===== src/rtl/vga_sync_decoder.sv =====
// VGA sync decoder: measures incoming line/frame timing, locks onto a stable stream and
// recovers active-area pixel coordinates and pixel data. All state advances on pix_ce.
module vga_sync_decoder #(
  parameter bit          H_POL       = 1'b0,
  parameter bit          V_POL       = 1'b0,
  parameter int unsigned H_ACT_START = 144,
  parameter int unsigned V_ACT_START = 35,
  parameter int unsigned H_ACT_LEN   = 640,
  parameter int unsigned V_ACT_LEN   = 480,
  parameter int unsigned LOCK_LINES  = 4
) (
  input  logic        board_clk,
  input  logic        reset,
  input  logic        pix_ce,
  input  logic        h_sync_in,
  input  logic        v_sync_in,
  input  logic [2:0]  rgb_in,
  output logic [9:0]  pix_x,
  output logic [9:0]  pix_y,
  output logic        pix_valid,
  output logic [2:0]  rgb_out,
  output logic [10:0] line_len,
  output logic [9:0]  frame_lines,
  output logic        locked,
  output logic        frame_start,
  output logic        sync_err
);

  localparam int unsigned       MatchW    = $clog2(LOCK_LINES + 1);
  localparam logic [10:0]       HActStart = 11'(H_ACT_START);
  localparam logic [10:0]       HActEnd   = 11'(H_ACT_START + H_ACT_LEN);
  localparam logic [9:0]        VActStart = 10'(V_ACT_START);
  localparam logic [9:0]        VActEnd   = 10'(V_ACT_START + V_ACT_LEN);
  localparam logic [MatchW-1:0] LockLines = MatchW'(LOCK_LINES);

  typedef enum logic [1:0] {StSearch, StMeasure, StArmed, StLocked} state_e;

  state_e            state_q, state_d;
  logic              h_prev_q, v_prev_q;
  logic [10:0]       hcnt_q, hcnt_d, ref_len_q, ref_len_d, meas_len, h_off;
  logic [9:0]        vcnt_q, vcnt_d, v_off;
  logic [MatchW-1:0] match_cnt_q, match_cnt_d;
  logic              hedge, vedge, len_match, hcnt_sat, vcnt_sat;
  logic              lost_lock, in_window, go_locked;

  // Sync assertion edges, qualified by the pixel strobe.
  always_comb begin
    hedge = pix_ce && (h_sync_in == H_POL) && (h_prev_q != H_POL);
    vedge = pix_ce && (v_sync_in == V_POL) && (v_prev_q != V_POL);
  end

  // Saturating sample and line counters; vsync restart wins over a same-sample hsync.
  always_comb begin
    hcnt_d = hcnt_q;
    vcnt_d = vcnt_q;
    if (pix_ce) begin
      if (hedge) begin
        hcnt_d = '0;
      end else if (hcnt_q != '1) begin
        hcnt_d = hcnt_q + 11'd1;
      end
      if (vedge) begin
        vcnt_d = '0;
      end else if (hedge && (vcnt_q != '1)) begin
        vcnt_d = vcnt_q + 10'd1;
      end
    end
  end

  assign meas_len  = hcnt_q + 11'd1;
  assign len_match = (meas_len == ref_len_q);
  assign hcnt_sat  = pix_ce && (hcnt_d == '1);
  assign vcnt_sat  = pix_ce && (vcnt_d == '1);

  // Lock state machine next-state: count equal lines, arm, then lock on the next vsync.
  always_comb begin
    state_d     = state_q;
    ref_len_d   = ref_len_q;
    match_cnt_d = match_cnt_q;
    lost_lock   = 1'b0;
    unique case (state_q)
      StSearch: begin
        // The partial line before the first hsync edge is discarded.
        if (hedge) begin
          state_d     = StMeasure;
          ref_len_d   = '0;
          match_cnt_d = '0;
        end
      end
      StMeasure: begin
        if (hcnt_sat) begin
          state_d = StSearch;
        end else if (hedge) begin
          if (len_match) begin
            match_cnt_d = match_cnt_q + MatchW'(1);
          end else begin
            ref_len_d   = meas_len;
            match_cnt_d = MatchW'(1);
          end
          if (match_cnt_d >= LockLines) state_d = StArmed;
        end
      end
      StArmed: begin
        if (hcnt_sat) begin
          state_d = StSearch;
        end else if (hedge && !len_match) begin
          state_d     = StMeasure;
          ref_len_d   = meas_len;
          match_cnt_d = MatchW'(1);
        end else if (vedge) begin
          state_d = StLocked;
        end
      end
      StLocked: begin
        if (hcnt_sat || vcnt_sat || (hedge && !len_match)) begin
          state_d   = StSearch;
          lost_lock = 1'b1;
        end
      end
      default: state_d = StSearch;
    endcase
  end

  // Active window from post-update counters.
  always_comb begin
    go_locked = (state_d == StLocked);
    in_window = (hcnt_d >= HActStart) && (hcnt_d < HActEnd) &&
                (vcnt_d >= VActStart) && (vcnt_d < VActEnd);
    h_off     = hcnt_d - HActStart;
    v_off     = vcnt_d - VActStart;
  end

  // State and registered outputs; pulses are refreshed every board_clk, the rest on pix_ce.
  always_ff @(posedge board_clk or posedge reset) begin
    if (reset) begin
      state_q     <= StSearch;
      h_prev_q    <= ~H_POL;
      v_prev_q    <= ~V_POL;
      hcnt_q      <= '0;
      vcnt_q      <= '0;
      ref_len_q   <= '0;
      match_cnt_q <= '0;
      pix_x       <= '0;
      pix_y       <= '0;
      pix_valid   <= 1'b0;
      rgb_out     <= '0;
      line_len    <= '0;
      frame_lines <= '0;
      locked      <= 1'b0;
      frame_start <= 1'b0;
      sync_err    <= 1'b0;
    end else begin
      frame_start <= vedge && (state_q == StLocked) && !lost_lock;
      sync_err    <= lost_lock;
      if (pix_ce) begin
        h_prev_q    <= h_sync_in;
        v_prev_q    <= v_sync_in;
        hcnt_q      <= hcnt_d;
        vcnt_q      <= vcnt_d;
        state_q     <= state_d;
        ref_len_q   <= ref_len_d;
        match_cnt_q <= match_cnt_d;
        if (vedge) frame_lines <= vcnt_q + {9'd0, hedge};
        locked      <= go_locked;
        line_len    <= go_locked ? ref_len_d : '0;
        pix_valid   <= go_locked && in_window;
        pix_x       <= (go_locked && in_window) ? h_off[9:0] : '0;
        pix_y       <= (go_locked && in_window) ? v_off : '0;
        rgb_out     <= (go_locked && in_window) ? rgb_in : '0;
      end
    end
  end

endmodule


===== config.mk =====
export PLATFORM = sky130hd
export DESIGN_NAME = vga_sync_decoder
export DESIGN_NICKNAME = d
export VERILOG_FILES = /design/src/rtl/vga_sync_decoder.sv
export SDC_FILE = /design/constraint.sdc
export NUM_CORES = 1
export LEC_CHECK = 0
export BUFFER_PORTS_ARGS = -buffer_cell sky130_fd_sc_hd__buf_2
export CELL_PAD_IN_SITES_DETAIL_PLACEMENT = 2
export CELL_PAD_IN_SITES_GLOBAL_PLACEMENT = 2
export CORE_MARGIN = 10
export CORE_UTILIZATION = 41
export CTS_CLUSTER_DIAMETER = 150
export CTS_CLUSTER_SIZE = 16
export DETAILED_ROUTE_END_ITERATION = 7
export PLACE_DENSITY_LB_ADDON = 0.1
export SLEW_MARGIN = 20
export SYNTH_ARGS = -nofsm -noshare
export SYNTH_HDL_FRONTEND = slang
export SYNTH_SLANG_ARGS = --single-unit

===== constraint.sdc =====
create_clock -name board_clk -period 8.4 [get_ports board_clk]
set_input_delay 0.84 -clock board_clk [delete_from_list [all_inputs] [get_ports board_clk]]
set_output_delay 0.84 -clock board_clk [all_outputs]
set_load 0.02 [all_outputs]

After elaboration in Yosys (flattened, before gate mapping)
Cells that the tools add are included.
{"block": "totals", "reg_bits": 87, "latch_bits": 0, "ramBits": 0, "rom_bits": 0, "in_bits": 8, "out_inout_bits": 48, "elab_cells": 103, "memories": 0}
{"block": "op_classes", "add_sub_neg": 6, "mul": 0, "n_div": 0, "magnitude_cmp": 5, "eq_ne": 14, "shift": 0, "n_mux": 38, "n_bitwise": 2, "n_reduce_logical": 22}
{"op": "$mux W11", "n": 10}
{"op": "$mux W10", "n": 5}
{"op": "$pmux W11 S3", "n": 1}
{"op": "$mux W3", "n": 10}
{"op": "$mux W2", "n": 8}
{"op": "$logic_and A1 B1 Y1", "n": 14}
{"op": "$add A11 B1 Y11 const B", "n": 1}
{"op": "$eq A11 B11 Y1", "n": 1}
{"op": "$eq A11 B11 Y1 const B", "n": 1}
{"op": "$ge A11 B8 Y1 const B", "n": 1}
{"op": "$lt A11 B10 Y1 const B", "n": 1}
{"op": "$ne A11 B11 Y1 const B", "n": 1}
{"op": "$add A10 B1 Y10", "n": 1}
{"op": "$add A10 B1 Y10 const B", "n": 1}
{"op": "$eq A10 B10 Y1 const B", "n": 1}
{"op": "$ge A10 B6 Y1 const B", "n": 1}
{"op": "$lt A10 B10 Y1 const B", "n": 1}
{"op": "$ne A10 B10 Y1 const B", "n": 1}
{"op": "$ne A2 B2 Y1 const B", "n": 5}
{"op": "$sub A10 B6 Y10 const B", "n": 1}
{"op": "$sub A10 B8 Y10 const B", "n": 1}
{"op": "$pmux W3 S3", "n": 1}
{"op": "$pmux W2 S4", "n": 1}
{"op": "$reduce_and A7 Y1", "n": 1}
{"op": "11 further kinds", "n": 17}

Logic depth before layout (Yosys ltp)
Gate-level depths: netlist of run 1.
{"block": "depth", "depth_word": 17, "mapped_depth": 16, "mapped_depth_nobuf": 14}

Least setup slack after synthesis of run 1
Ideal clock, no wire load.
{"block": "synth_path", "path_type": "input to register", "startpoint": "input pix_ce", "endpoint": "register pix_x[3]", "arrival_time_ps": 3691, "slack_ps": 4634, "stages": 15, "n_path_buf": 4, "path_cell_list": "clkbuf_1 clkbuf_1 buf_2 a31o_2 and2_1 inv_1 ha_1 o211a_1 and4_1 and3_1 or2_2 o211ai_1 nand4_4 buf_6 o2bb2ai_2"}
{"block": "synth_between", "elab_cells_between_ends": 36, "cone_classes": "add/sub (1); order compare (4); eq/ne (3); mux (14); reduce/logical (14)"}
{"element": "start, declared", "line": "14", "source": "input logic pix_ce,"}
{"element": "$logic_and A1 B1 Y1 (2 in series)", "line": "48", "source": "hedge = pix_ce && (h_sync_in == H_POL) && (h_prev_q != H_POL);"}
{"element": "$mux W11", "line": "57", "source": "if (hedge) begin"}
{"element": "$mux W11 (*)", "line": "56", "source": "if (pix_ce) begin"}
{"element": "named net hcnt_d[5]", "line": "40", "source": "logic [10:0] hcnt_q, hcnt_d, ref_len_q, ref_len_d, meas_len, h_off;"}
{"element": "$eq A11 B11 Y1", "line": "72", "source": "assign hcnt_sat = pix_ce && (hcnt_d == '1);"}
{"element": "$logic_and A1 B1 Y1", "line": "72"}
{"element": "$logic_or A1 B1 Y1 (2 in series)", "line": "115", "source": "if (hcnt_sat || vcnt_sat || (hedge && !len_match)) begin"}
{"element": "$mux W2", "line": "115"}
{"element": "$pmux W2 S4", "line": "81", "source": "unique case (state_q)"}
{"element": "$eq A2 B2 Y1", "line": "126", "source": "go_locked = (state_d == StLocked);"}
{"element": "$logic_and A1 B1 Y1 (*)", "line": "167", "source": "pix_x <= (go_locked && in_window) ? h_off[9:0] : '0;"}
{"element": "$mux W10 (*)", "line": "167"}
{"element": "end signal, assigned", "line": "167"}
{"element": "end, declared", "line": "18", "source": "output logic [9:0] pix_x,"}
Mark *: on every way through the listed nets, which the timed path passes. The rest lies on a longest branch.
A chain may end at the register's enable or synchronous reset.

Worst setup path in the final report of run 1
{"block": "layout_path", "startpoint": "input pix_ce", "endpoint": "register pix_y[5]"}
{"block": "layout_between", "elab_chain_len": 15, "elab_cells_between_ends": 36, "cone_classes": "add/sub (1); order compare (4); eq/ne (3); mux (14); reduce/logical (14)"}
{"element": "$logic_and A1 B1 Y1 (2 in series)", "line": "48"}
{"element": "$logic_and A1 B1 Y1", "line": "64", "source": "end else if (hedge && (vcnt_q != '1)) begin"}
{"element": "$mux W10", "line": "64"}
{"element": "$mux W10", "line": "62", "source": "if (vedge) begin"}
{"element": "$mux W10 (*)", "line": "56"}
{"element": "named net vcnt_d[1]", "line": "41", "source": "logic [9:0] vcnt_q, vcnt_d, v_off;"}
{"element": "$eq A10 B10 Y1", "line": "73", "source": "assign vcnt_sat = pix_ce && (vcnt_d == '1);"}
{"element": "$logic_and A1 B1 Y1", "line": "73"}
{"element": "$logic_or A1 B1 Y1 (2 in series)", "line": "115"}
{"element": "$mux W2", "line": "115"}
{"element": "$pmux W2 S4", "line": "81"}
{"element": "$eq A2 B2 Y1", "line": "126"}
{"element": "$logic_and A1 B1 Y1", "line": "168", "source": "pix_y <= (go_locked && in_window) ? v_off : '0;"}
{"element": "$mux W10 (*)", "line": "168"}
{"element": "end signal, assigned", "line": "168"}
{"element": "end, declared", "line": "19", "source": "output logic [9:0] pix_y,"}
Marks and branches as above.

==> implementation parameters, run 1 <==
Parameter                              Value

Power and ir drop
  Pwr dens ... 204.8 nW/um^2
  Clock network fraction of total power ... 33.9%
  Sw frac ... 35.15%
  Static leakage ... 2.775 nW
  Comb pwr share ... 26.1%
  Internal Power ... 0.0008203 W
  Worst IR drop on VDD ... 0.1021 mV
  Sw Pwr ... 0.0004446 W
  Fraction of power consumed by sequential logic ... 40.0%

Setup path
  Setup CP Type ... primary input to flip-flop
  Category of the worst setup path capture point ... flip-flop
  Crit path DAT ... 5610 ps
  Required time reported for the critical path endpoint ... 8650 ps
  Critical Path Fanout Max ... 51
  Startpoint type of the worst setup path ... primary input
  Peak per-stage delay on the critical path ... 870 ps
  Library cell contributing the largest single delay on the critical path ... clkinv_2
  List of cells traversed by the critical path ... buf_2, buf_4, clkinv_2, or2_2, nand3_1, o21ai_0, ha_1, inv_1, o211a_1, nor2_1, o41ai_1, o2111a_1, nand4_4, o32ai_2

Cells and area
  Commonest non-fill, non-tap cell in the layout ... dfrtp_1
  Antenna cells ... 0
  Nets ... 632
  Final-layout fill cell count ... 1,456
  Combined flip-flop and latch cell area ... 2180 um^2
  Combined area of the multi-input logic cells ... 3043 um^2
  Leading cell types in the layout, fill and taps excluded ... 85 x dfrtp_1, 55 x buf_2, 49 x nand2_1
  Share of post-route cells with drive strength above 1 ... 20.39%
  Area overhead of the layout relative to synthesis ... 10.95%

Yosys
  Synthesis warning total ... 0
  FFs w/ async S/R, synth ... 100.0%
  Post-Synthesis Net Count ... 607
  Most common flop cell mapped by yosys ... dfrtp_1
  Mean instance size in the synthesized netlist ... 9.516 um^2
  Netlist Area Pre-Place ... 5567 um^2
  Post-synthesis sequential element count ... 87
  Instance count of the mapped netlist ... 585
  EDFF count, synth ... 0
  Number of unique standard cell types used by synthesis ... 76
  Seq/Total Area, Yosys ... 39.15%

Die
  Area of the core ... 13,300 um^2
  Boundary pin count ... 56
  Starting density of the core ... 41.87%
  Die ar. ... 18,640 um^2
  Row Count ... 42
  Die boundary width ... 136.5 um
  Die H ... 136.5 um

Timing
  Upper clock frequency limit ... 0.1866 GHz
  Final hold violations ... 0
  Worst Tran Pin Value ... 951.6 ps
  Final-layout setup total negative slack ... 0 ps
  Setup violation total in the final timing report ... 0
  Tcrit/Tclk final ... 63.80%
  Final clock skew ... 5.972 ps
  Crit path setup slack, layout ... 3041 ps
  Post-route minimum period ... 5359 ps
  Worst slew slack as a fraction of its limit ... 36.13%
  Final count of pins violating max slew ... 0
  RSZ-0062 raised after global routing ... false

Detailed routing
  Highest routing layer actually used ... met4
  Total DRC errors in the routed layout ... 0
  Wire length reported by the detailed router ... 18,970 um
  Met2 WL post-DR ... 8914 um
  Iteration-0 DRC count of the detailed router ... 312
  Detailed-route wire length on metal 1 ... 8993 um
  Via count normalized by instance count ... 6.222
  Routed length on met3 ... 878 um
  Antenna violation net count after detailed routing ... 0
  Length of the first detailed-routing pass in iterations ... 5
  Avg WL per Cell ... 24.05 um
  Via total after detailed routing ... 4,909

Place
  Pre-CTS worst setup slack ... 3031 ps
  I/O Buffers ... 55
  Half-perimeter wire length after placement ... 13,350 um
  Placer congestion estimate ... 0.8410

Clock tree
  Clock tree from TritonCTS ... built
  Maximum count of clock buffers along a single path ... 2
  Clock latency at the later pin of the worst-skew pair ... 350 ps
  Number of sinks driven by the clock tree ... 87
  Level count of the clock H-tree ... 3
  PostCTS Resize Cnt ... 0
  Root Buffer Master ... clkbuf_16
  Total CTS buffers ... 9
  Post CTS Setup Buffer Count ... 0
  Quantity of hold-fixing buffers added after cts ... 0
  Clock-pin slew on the worst setup and hold paths ... 60 ps

GRT
  Via count of the first global-routing pass ... 5,301
  Maximum number of pins on one net before global-route repair ... 65
  Number of antenna violations at the first check in global routing ... 0
  First-pass GRT wire length ... 30,710 um
  Remaining global-route overflow ... 0
  Total Routing Usage GR ... 20.92%

Worst hold path
  Path type of the worst min-delay path ... primary input to asynchronous set/reset pin

Run
  Count of max-cap constraint violations ... 0

Run status
  Result of the run ... finished clean
[per-layer routing]
metal  track usage, %  up-vias
li1                 -     2204
met1            28.65     2574
met2            33.02      115
met3            4.326       16
met4            4.970        0
met5                0        -
[cell type report]
| class | instances | share of cell area [%] |
|---|---|---|
| inverter | 29 | 1.803 |
| tap | 176 | 3.566 |
| multi-input combinational | 422 | 49.27 |
| sequential | 87 | 35.29 |
| clock buffer | 10 | 3.707 |
| timing repair buffer | 61 | 5.186 |
| clock inverter | 4 | 1.175 |
[registers in the layout, indices dropped and copies added (netlist names), 2 cells and up]
| register | count |
|---|---|
| pix_y | 10 |
| frame_lines | 10 |
| ref_len_q | 11 |
| rgb_out | 3 |
| match_cnt_q | 3 |
| line_len | 11 |
| state_q | 2 |
| pix_x | 10 |
| vcnt_q | 10 |
| hcnt_q | 11 |
[path summary, 6_finish.rpt]
path	slack, ps	from	cells past startpoint	end
min in group board_clk	480	frame_lines[8]	2	frame_lines[8]
worst max register to register	3860	hcnt_q[0]	12	pix_y[5]
worst min register to register	480	frame_lines[8]	2	frame_lines[8]
worst min-delay path	470	reset	2	rgb_out[0]
worst max-delay path	3040	pix_ce	14	pix_y[5]
max in group asynchronous	6720	reset	3	ref_len_q[2]
[stage by stage]
step | hold slack, ps | total power [W] | utilization [%] | instance area [um^2] | cells
final | 472.5 | 0.001265 | 46.45 | 6176 | 789
after global routing | 495.8 | 0.001332 | 46.45 | 6176 | 789
after CTS | 484.5 | 0.001273 | 46.44 | 6175 | 789
after detailed placement | 467.6 | 0.0008391 | 44.17 | 5873 | 775
after global placement | 454.7 | 0.0008204 | 44.17 | 5873 | 775
after floorplan | 452.6 | 0.0007350 | - | 5567 | 585
[synth_stat cells, drive strengths merged, types with 5 or more instances]
cell type | count | share of area [%]
dfrtp | 85 | 38
xor2 | 11 | 1.7
a32oi | 5 | 0.79
nand3 | 22 | 2.2
nor2 | 41 | 2.8
nor3 | 10 | 0.90
clkbuf | 27 | 1.8
buf | 20 | 2.4
and4 | 6 | 0.94
or2 | 7 | 0.79
xnor2 | 26 | 4.1
a311oi | 5 | 1.2
o21ai | 31 | 2.9
nand4 | 15 | 2.1
a21oi | 28 | 2.5
o211ai | 5 | 0.67
nor4 | 9 | 1.0
a31oi | 10 | 1.1
and3 | 10 | 1.2
inv | 29 | 2.0
o2bb2ai | 28 | 6.5
nand2 | 50 | 3.4
o41ai | 5 | 0.79
a22o | 7 | 1.1
o31ai | 11 | 1.8
ha | 14 | 3.1
[critical path, delay by kind of cell]
family                   cells  cell delay [ps]
buffers and inverters        4             1470
AND/OR/NAND/NOR              4             1510
adder cells (fa/ha/maj)      1              290
AO/OA/AOI/OAI                5             1440
[power groups by stage]
stage                     clock network [W]  logic, W  registers, W
after floorplan                           0  0.000245      0.000490
after global placement                    0  0.000312      0.000509
after detailed placement                  0  0.000327      0.000512
after CTS                          0.000436  0.000331      0.000506
after global routing               0.000460  0.000360      0.000512
final                              0.000429  0.000330      0.000506
[kinds of logic after synthesis]
family,after synthesis,share of synthesized area (%)
fa+ha+maj,14,3.147
flops,87,39.15
xor+xnor,38,6.249
compound gates,169,25.33
buf+inv,76,6.181
mux,6,1.124
simple gates,195,18.81
Power figures use the tool's default switching activity.
==> run 2: changes to the inputs <==
--- a/config.mk
+++ b/config.mk
@@ -9,7 +9,7 @@
 export CELL_PAD_IN_SITES_DETAIL_PLACEMENT = 2
 export CELL_PAD_IN_SITES_GLOBAL_PLACEMENT = 2
 export CORE_MARGIN = 10
-export CORE_UTILIZATION = 41
+export CORE_UTILIZATION = 38
 export CTS_CLUSTER_DIAMETER = 150
 export CTS_CLUSTER_SIZE = 16
 export DETAILED_ROUTE_END_ITERATION = 7
==> constraint.sdc (replaced) <==
create_clock -name board_clk -period 5.5 [get_ports board_clk]
set_input_delay 0.55 -clock board_clk [delete_from_list [all_inputs] [get_ports board_clk]]
set_output_delay 0.55 -clock board_clk [all_outputs]
set_load 0.02 [all_outputs]
==> run 2 against run 1 <==
Net effect: sequential share of layout area fell by 0.18 points; global-route usage fell by 2.0 points; via count is 1.3% lower; largest power group unchanged.
==> implementation parameters, run 2 (synthesis gave the netlist of run 1 again) <==
Parameter                              Value

Power and ir drop
  Internal Power ... 0.001193 W (+45%)
  Sw frac ... 35.92% (+0.77 points)
  Clock network fraction of total power ... 32.0% (-1.9 points)
  Worst IR drop on VDD ... 0.1208 mV (+18%)
  Sw Pwr ... 0.0006691 W (+50%)
  Fraction of power consumed by sequential logic ... 41.2% (+1.2 points)
  Static leakage ... 2.793 nW (+0.63%)
  Pwr dens ... 300.0 nW/um^2 (+46%)
  Comb pwr share ... 26.8% (+0.7 points)

Cells and area
  Largest registers ... hcnt_q x11, line_len x11, ref_len_q x11
  Area overhead of the layout relative to synthesis ... 11.53%
  Share of post-route cells with drive strength above 1 ... 21.10% (+0.70 points)
  Leading cell types in the layout, fill and taps excluded ... 85 x dfrtp_1, 55 x buf_2, 49 x nand2_1
  Final-layout fill cell count ... 1,571 (+7.9%)
  Nets ... 638 (+0.95%)
  Combined area of the multi-input logic cells ... 3043 um^2 (unchanged)
  Commonest non-fill, non-tap cell in the layout ... dfrtp_1
  Combined flip-flop and latch cell area ... 2180 um^2 (unchanged)
  Antenna cells ... 0 (unchanged)

Clock tree
  Number of sinks driven by the clock tree ... 87 (unchanged)
  Maximum count of clock buffers along a single path ... 2 (unchanged)
  Quantity of hold-fixing buffers added after cts ... 0 (unchanged)
  Clock-pin slew on the worst setup and hold paths ... 60 ps (about the same)
  Post CTS Setup Buffer Count ... 0 (unchanged)
  Total CTS buffers ... 9 (unchanged)
  Clock latency at the later pin of the worst-skew pair ... 340 ps (about the same)
  Root Buffer Master ... clkbuf_16
  Clock tree from TritonCTS ... built
  Level count of the clock H-tree ... 3 (unchanged)
  PostCTS Resize Cnt ... 0 (unchanged)

Timing
  Post-route minimum period ... 4330 ps
  Final count of pins violating max slew ... 0 (unchanged)
  RSZ-0062 raised after global routing ... false
  Worst Tran Pin Value ... 931.3 ps (-20.31 ps)
  Smallest hold slack ... 330.4 ps (-142.1 ps)
  Final clock skew ... 7.056 ps (+1.085 ps)
  Tcrit/Tclk final ... 78.72%
  Upper clock frequency limit ... 0.2310 GHz
  Final-layout setup total negative slack ... 0 ps (unchanged)
  Setup violation total in the final timing report ... 0 (unchanged)
  Worst slew slack as a fraction of its limit ... 36.93% (+0.80 points)
  Final hold violations ... 0 (unchanged)

GRT
  Remaining global-route overflow ... 0 (unchanged)
  Number of antenna violations at the first check in global routing ... 0 (unchanged)
  First-pass GRT wire length ... 30,390 um (-1.0%)
  Total Routing Usage GR ... 18.95% (-2.0 points)
  Via count of the first global-routing pass ... 5,164 (-2.6%)
  Maximum number of pins on one net before global-route repair ... 45 (-31%)

Detailed routing
  Iteration-0 DRC count of the detailed router ... 356 (+14%)
  Total DRC errors in the routed layout ... 0 (unchanged)
  Antenna violation net count after detailed routing ... 0 (unchanged)
  Via total after detailed routing ... 4,845 (-1.3%)
  Avg WL per Cell ... 23.38 um (-2.8%)
  Met2 WL post-DR ... 8735 um (-2.0%)
  Routed length on met3 ... 701 um (-20%)
  Highest routing layer actually used ... met4
  Wire length reported by the detailed router ... 18,820 um (-0.80%)
  Length of the first detailed-routing pass in iterations ... 4 (-1)
  Via count normalized by instance count ... 6.019 (-3.3%)
  Detailed-route wire length on metal 1 ... 9144 um (+1.7%)

Setup path
  Reg-to-Reg Start ... hcnt_q[0]
  Required time reported for the critical path endpoint ... 5710 ps (-2940 ps)
  Setup CP Type ... flip-flop to flip-flop
  Worst Reg-to-Reg Cells ... 13 (+1)
  Minimum setup slack among reg-to-reg paths ... 1170 ps (-2690 ps)
  Category of the worst setup path capture point ... flip-flop
  Critical Path Fanout Max ... 14 (-73%)
  Critical register-to-register path endpoint ... pix_valid
  Startpoint type of the worst setup path ... flip-flop
  Crit path DAT ... 4540 ps (-1070 ps)

Run status
  Result of the run ... finished clean

Die
  Row Count ... 44 (+4.8%)
  Area of the core ... 14,420 um^2 (+8.5%)
  Die boundary width ... 141.0 um (+3.3%)
  Die H ... 141.0 um (+3.3%)
  Starting density of the core ... 38.59% (-3.3 points)
  Die ar. ... 19,890 um^2 (+6.7%)
  Boundary pin count ... 56 (unchanged)

Place
  Placer congestion estimate ... 0.8760 (+4.2%)
  Half-perimeter wire length after placement ... 13,760 um (+3.1%)
  I/O Buffers ... 55 (unchanged)

Worst hold path
  Path type of the worst min-delay path ... primary input to asynchronous set/reset pin

Run
  Count of max-cap constraint violations ... 0 (unchanged)
-- run 2: changes by cell type in the layout (fill, tap and decap cells not counted), moves of 2 or more --
cell,previous run,this run
buf_4,6,12
bufinv_16,2,0
clkbuf_1,1,3
clkbuf_8,0,2
clkinv_2,3,1
-- run 2: final cells by class --
| type | count | area share (%) |
|---|---|---|
| repair buffers | 67 | 5.885 |
| clock buffers | 14 | 4.252 |
| clock inverters | 2 | 0.2620 |
| inverters | 29 | 1.773 |
| flip-flops and latches | 87 | 35.11 |
| multi-input cells | 422 | 49.01 |
| well taps | 184 | 3.708 |
-- run 2: routing by layer --
metal,GRT usage [%],vias up
li1,-,2218
met5,0,-
met1,26.48,2529
met3,2.855,15
met4,5.217,0
met2,29.63,83
-- run 2: power by group through the flow --
stage | Combinational [W] | Sequential, W | Clock, W
6_report | 0.000499 | 0.000768 | 0.000595
5_1_grt | 0.000550 | 0.000776 | 0.000636
4_1_cts | 0.000499 | 0.000767 | 0.000612
3_5_place_dp | 0.000493 | 0.000778 | 0
3_3_place_gp | 0.000480 | 0.000772 | 0
2_1_floorplan | 0.000375 | 0.000748 | 0
-- run 2: worst max-delay path by stage --
stage / startpoint / end
2_1_floorplan: pix_ce / pix_x[3]
3_3_place_gp: pix_ce / pix_valid
3_5_place_dp: hcnt_q[0] / pix_valid
4_1_cts: hcnt_q[0] / pix_valid
5_1_grt: hcnt_q[0] / pix_valid
6_report: hcnt_q[0] / pix_valid
-- run 2: critical path: stages (launching register included) --
cell,delay [ps]
dfrtp_1,570
ha_1,410
and2_1,260
nand3_1,280
a311oi_1,690
ha_1,280
o211a_1,160
and4_1,230
and3_1,240
or2_2,130
o211ai_1,190
nand4_4,300
buf_4,310
o21ai_0,140
-- run 2: metrics by stage --
stage               total power (W)  instances  cell area [um^2]  setup slack [ps]  util [%]
floorplan                  0.001123        585              5567              2024         -
finish                     0.001862        805              6208              1170     43.04
CTS                        0.001877        805              6208              1223     43.04
global route               0.001963        805              6208             932.6     43.04
global placement           0.001252        789              5928              1449     41.10
detailed placement         0.001271        789              5928              1228     41.10
